`config.mk`:
```
export PLATFORM = sky130hd
export DESIGN_NAME = pulse_generator
export DESIGN_NICKNAME = d
export VERILOG_FILES = /design/src/rtl/pulse_generator.sv
export SDC_FILE = /design/constraint.sdc
export NUM_CORES = 1
export LEC_CHECK = 0
export CAP_MARGIN = 20
export CORE_ASPECT_RATIO = 1.5
export CORE_MARGIN = 2
export CORE_UTILIZATION = 30
export CTS_CLUSTER_SIZE = 25
export DETAILED_ROUTE_END_ITERATION = 16
export HOLD_SLACK_MARGIN = 0.12
export REMOVE_ABC_BUFFERS = 1
export SETUP_SLACK_MARGIN = 0.05
export SLEW_MARGIN = 25
export SYNTH_ARGS = -nofsm -noshare
export SYNTH_HDL_FRONTEND = slang
export SYNTH_SLANG_ARGS = --single-unit
export TNS_END_PERCENT = 20
```
`constraint.sdc`:
```
create_clock -name clk_in -period 5.4 [get_ports clk_in]
set_input_delay 1.08 -clock clk_in [delete_from_list [all_inputs] [get_ports clk_in]]
set_output_delay 1.08 -clock clk_in [all_outputs]
set_load 0.03 [all_outputs]
```
`src/rtl/pulse_generator.sv`:
```
// Emits N evenly spaced single-cycle pulses per CNT_WINDOW-clock window.
// Build option: PULSE_GENERATOR_ONESHOT_EN stops generation after the first window of each start.
module pulse_generator #(
    parameter logic [31:0] CNT_WINDOW = 32'd200_000_000
) (
    input  logic       clk_in,
    input  logic       rst_in,
    input  logic [7:0] rate_in,
    input  logic       rate_valid_in,
    output logic       rate_ready_out,
    input  logic       start_in,
    input  logic       stop_in,
    output logic       pulse_out,
    output logic       window_out,
    output logic       busy_out,
    output logic [7:0] sent_cnt_out
);

    typedef enum logic [1:0] {
        ST_IDLE  = 2'd0,
        ST_RUN   = 2'd1,
        ST_DRAIN = 2'd2
    } state_t;

    state_t      state_q, state_d;
    logic [7:0]  act_q, act_d;
    logic [7:0]  pend_q, pend_d;
    logic        pend_v_q, pend_v_d;
    logic [31:0] acc_q, acc_d;
    logic [31:0] tim_q, tim_d;
    logic [7:0]  cnt_q, cnt_d;
    logic        pulse_q, pulse_d;
    logic        window_q, window_d;
    logic        busy_q, busy_d;
    logic [7:0]  sent_q, sent_d;

    logic        active;
    logic        boundary;
    logic        fire;
    logic        accept;
    logic [32:0] sum_w;
    logic [31:0] acc_wrap;

    assign active   = (state_q != ST_IDLE);
    assign boundary = active && (tim_q == CNT_WINDOW - 32'd1);
    assign accept   = rate_valid_in && !pend_v_q;
    // Bresenham-style accumulator: the true sum never exceeds 2*CNT_WINDOW-1.
    assign sum_w    = {1'b0, acc_q} + {25'd0, act_q};
    assign fire     = active && (sum_w >= {1'b0, CNT_WINDOW});
    assign acc_wrap = sum_w[31:0] - CNT_WINDOW;

    always_comb begin
        state_d  = state_q;
        act_d    = act_q;
        pend_d   = pend_q;
        pend_v_d = pend_v_q;
        acc_d    = acc_q;
        tim_d    = tim_q;
        cnt_d    = cnt_q;
        pulse_d  = 1'b0;
        window_d = 1'b0;
        sent_d   = sent_q;
        busy_d   = active;

        if (!active) begin
            acc_d = '0;
            tim_d = '0;
            cnt_d = '0;
            if (accept) begin
                act_d = rate_in;
            end
        end else begin
            acc_d    = fire ? acc_wrap : sum_w[31:0];
            pulse_d  = fire;
            window_d = boundary;
            if (boundary) begin
                tim_d  = '0;
                cnt_d  = '0;
                sent_d = cnt_q + {7'd0, fire};
            end else begin
                tim_d = tim_q + 32'd1;
                cnt_d = cnt_q + {7'd0, fire};
            end
            // A queued rate is promoted only on the boundary so each window uses one rate.
            if (boundary && pend_v_q) begin
                act_d    = pend_q;
                pend_v_d = 1'b0;
            end else if (accept) begin
                pend_d   = rate_in;
                pend_v_d = 1'b1;
            end
        end

        case (state_q)
            ST_IDLE: begin
                if (start_in && !stop_in) begin
                    state_d = ST_RUN;
                end
            end
            ST_RUN: begin
`ifdef PULSE_GENERATOR_ONESHOT_EN
                if (boundary) begin
                    state_d = ST_IDLE;
                end else if (stop_in) begin
                    state_d = ST_DRAIN;
                end
`else
                if (stop_in) begin
                    state_d = ST_DRAIN;
                end
`endif
            end
            ST_DRAIN: begin
                if (boundary) begin
                    state_d = ST_IDLE;
                end
            end
            default: state_d = ST_IDLE;
        endcase
    end

    always_ff @(posedge clk_in) begin
        if (rst_in) begin
            state_q  <= ST_IDLE;
            act_q    <= '0;
            pend_q   <= '0;
            pend_v_q <= 1'b0;
            acc_q    <= '0;
            tim_q    <= '0;
            cnt_q    <= '0;
            pulse_q  <= 1'b0;
            window_q <= 1'b0;
            busy_q   <= 1'b0;
            sent_q   <= '0;
        end else begin
            state_q  <= state_d;
            act_q    <= act_d;
            pend_q   <= pend_d;
            pend_v_q <= pend_v_d;
            acc_q    <= acc_d;
            tim_q    <= tim_d;
            cnt_q    <= cnt_d;
            pulse_q  <= pulse_d;
            window_q <= window_d;
            busy_q   <= busy_d;
            sent_q   <= sent_d;
        end
    end

    assign rate_ready_out = !pend_v_q;
    assign pulse_out      = pulse_q;
    assign window_out     = window_q;
    assign busy_out       = busy_q;
    assign sent_cnt_out   = sent_q;

endmodule

```
==> out/results.ini <==
[outcome]
status = completed

[sta]
finalCritPeriodShare_pct = 86.3
worst_pin_slew_ns = 0.958
worst_hold_slack_ns = 0.492
timing.final.max_slew_violations = 0
setup_violations = 0
rsz0062_at_grt = false
period_needed_ns = 4.66
hold_viol = 0
fmax_mhz = 215
final.setup.tns_ns = 0
slew_headroom_pct = 35.8
fin_worst_skew_ns = 0.0100

[worst_setup_path]
cp_slowest_cell = fa_1
cp_max_fo = 8
startpoint_type = flip-flop
critical_path.cell_chain = ha_1, fa_1, a211oi_2, o211ai_4, nand4_1, xor2_1, ha_1, o2111ai_1, o31ai_1, nor2_1, a21boi_1, a2111o_1, and2_1, nor2_1, ha_1, nand4_1, nor2_1, nand2_1, xor2_1, a211oi_1
cp-end-kind = flip-flop
worstSetupPathType = reg -> reg
rr_endpoint = sent_cnt_out[7]
worstRegToRegCells = 20
slowest_delay_ns = 0.43
endpoint = sent_cnt_out[7]
arrival_ns = 4.93
cp.required_ns = 5.67
rr_startpoint = act_q[0]
crit_start = act_q[0]
regToRegSetupSlack_ns = 0.74

[die]
fp.dieArea_sq_um = 19100
start_util_pct = 30.3
die_y_microns = 168
rows = 60
die_w_microns = 113
core_region_area_sq_um = 17800
io_pins = 25

[pwr]
p_int_mw = 1.12
p_leak_nw = 2.10
p_per_area_nw_per_um2 = 241
clockPowerShare_pct = 43.5
peakVddDrop_v = 0.000155
p_sw_share_pct = 25.0
p_seq_share_pct = 51.5
pwr-share-comb_pct = 5.0
power_switching_mw = 0.373

[layout]
final_cell_area_sq_um = 6180
drive_above_1_share_pct = 6.81
layout_commonest_cell = dfxtp_1
finalNetCount = 696
fill_cells = 1812
layout.cells.non_filler = 892
mostFrequentLayoutCells = 102 x dfxtp_1, 97 x nor2_1, 47 x nand2_1
syn2layout_area_growth_pct = 14.7
diodes = 0

[synth]
synth_cells = 649
ys_warn_count = 0
syn_area_per_cell_sq_um = 8.30
synth_area_sq_um = 5390
synth_edf_count = 0
yosysSeqAreaShare_pct = 37.9
synth_cell_types = 66
synth_ff_type = dfxtp_1
async_flop_share_pct = 0
ys_seq_elements = 102

[clocking]
cts_tree = built
cts_root_buffer = clkbuf_16
post_cts_buffers = 0
cts_resized = 0
cts_hold_buf = 0
clkLatencyLatePin_ns = 0.35
h-tree-depth = 3
cts_inserted_buffers = 9
clkSinkCount = 102
clkTransAtPathRegs_ns = 0.08
clock_path_buffers = 2

[global_routing]
grt_pass1_wl_microns = 21700
grt_pass1_vias = 4603
track_usage_pct = 13.9
grt_overflow_total = 0
antenna_found_initial = 0
grt_max_degree = 31

[route]
drc_errors = 0
antenna_left = 0
drt_iter0_drc = 189
viasPerCell = 5.21
wl_per_cell_microns = 14.5
via_count = 4644
dr.pass1.iters = 5
finalWirelength_microns = 13000

[worst_hold_path]
hp-class = reg -> reg
holdPathStages = 2

[place]
place_area_sq_um = 5890
place_inst = 876
place_congestion = 0.871
hpwl_microns = 9390
io_buffers = 24

[flow_run]
cap_viol_max_count = 0

synthesized netlist by cell type, types with 14 or more instances:
cell | n | area [sq um]
nor2_1 | 97 | 364
and2_1 | 14 | 87.6
a21oi_1 | 45 | 225
o21ai_0 | 20 | 100
nor3_1 | 15 | 75.1
nand2_1 | 47 | 176
xor2_1 | 46 | 403
xnor2_1 | 27 | 236
nand3_1 | 24 | 120
dfxtp_1 | 102 | 2040
and3_1 | 17 | 106
clkbuf_1 | 19 | 71.3
nand4_1 | 24 | 150
cell families (layout without fill, tap and decap cells):
kind of cell	Yosys count	count (layout)	share of synthesized area [%]
xor+xnor	73	73	11.9
buf+inv	36	62	2.76
compound gates	125	125	15.1
mux	10	10	1.86
simple gates	290	290	27.4
flops	102	102	37.9
fa+ha+maj	13	13	3.16
critical path: cells and delay by family (launching register included):
| family | cells | cell delay (ns) |
|---|---|---|
| AOI/OAI and AO/OA | 7 | 1.66 |
| DFF | 1 | 0.32 |
| and+or+nand+nor | 7 | 1.22 |
| xor gates and xnor gates | 2 | 0.26 |
| adders and majority gates | 4 | 1.14 |
final cells by class:
class	instances	area (sq um)	share of cell area, %
Multi-Input combinational cell	511	3210	51.9
Sequential cell	102	2040	33.0
Timing Repair Buffer	35	323	5.22
Tap cell	217	272	4.39
Clock buffer	9	225	3.64
Clock inverter	7	67.6	1.09
Inverter	11	41.3	0.668
flip-flops by register name (all words and copies together) (netlist names):
| register | flops |
|---|---|
| pend_q | 8 |
| sent_cnt_out | 8 |
| state_q | 2 |
| busy_out | 1 |
| acc_q | 32 |
| cnt_q | 8 |
| tim_q | 32 |
| pend_v_q | 1 |
| pulse_out | 1 |
| window_out | 1 |
| act_q | 8 |
power by group through the flow:
stage	registers (mW)	logic, mW	clock network [mW]
3_3_place_gp	0.785	0.0753	0
5_1_grt	0.769	0.0835	0.695
2_1_floorplan	0.784	0.0428	0
3_5_place_dp	0.785	0.0746	0
4_1_cts	0.767	0.0753	0.667
6_report	0.767	0.0746	0.647
metal layers:
metal | part of all wire [%] | routed length, microns | vias up | GRT usage, %
met3 | 2.5 | 319 | 21 | 1.80
met4 | 2.7 | 352 | 0 | 5.99
met2 | 53 | 6840 | 70 | 26.4
li1 | - | - | 2346 | -
met5 | 0 | 0 | - | 0
met1 | 42 | 5450 | 2207 | 15.1
how the worst min path moves through the flow:
stage / to / slack [ns] / startpoint
finish: pend_q[5] / 0.49 / pend_q[5]
global route: pend_q[3] / 0.52 / pend_q[3]
CTS: pend_q[5] / 0.49 / pend_q[5]
detailed placement: pend_q[3] / 0.47 / pend_q[3]
global placement: pend_q[5] / 0.47 / pend_q[5]
floorplan: tim_q[0] / 0.45 / tim_q[0]
stage by stage:
stage	setup WS, ns	total power, mW	util (%)
after floorplan	0.835	0.826	-
final	0.739	1.49	34.7
after global placement	0.810	0.860	33.1
after detailed placement	0.739	0.860	33.1
after CTS	0.705	1.51	34.7
after global routing	0.258	1.55	34.7
Note: power is estimated with default switching activity, not from simulation.
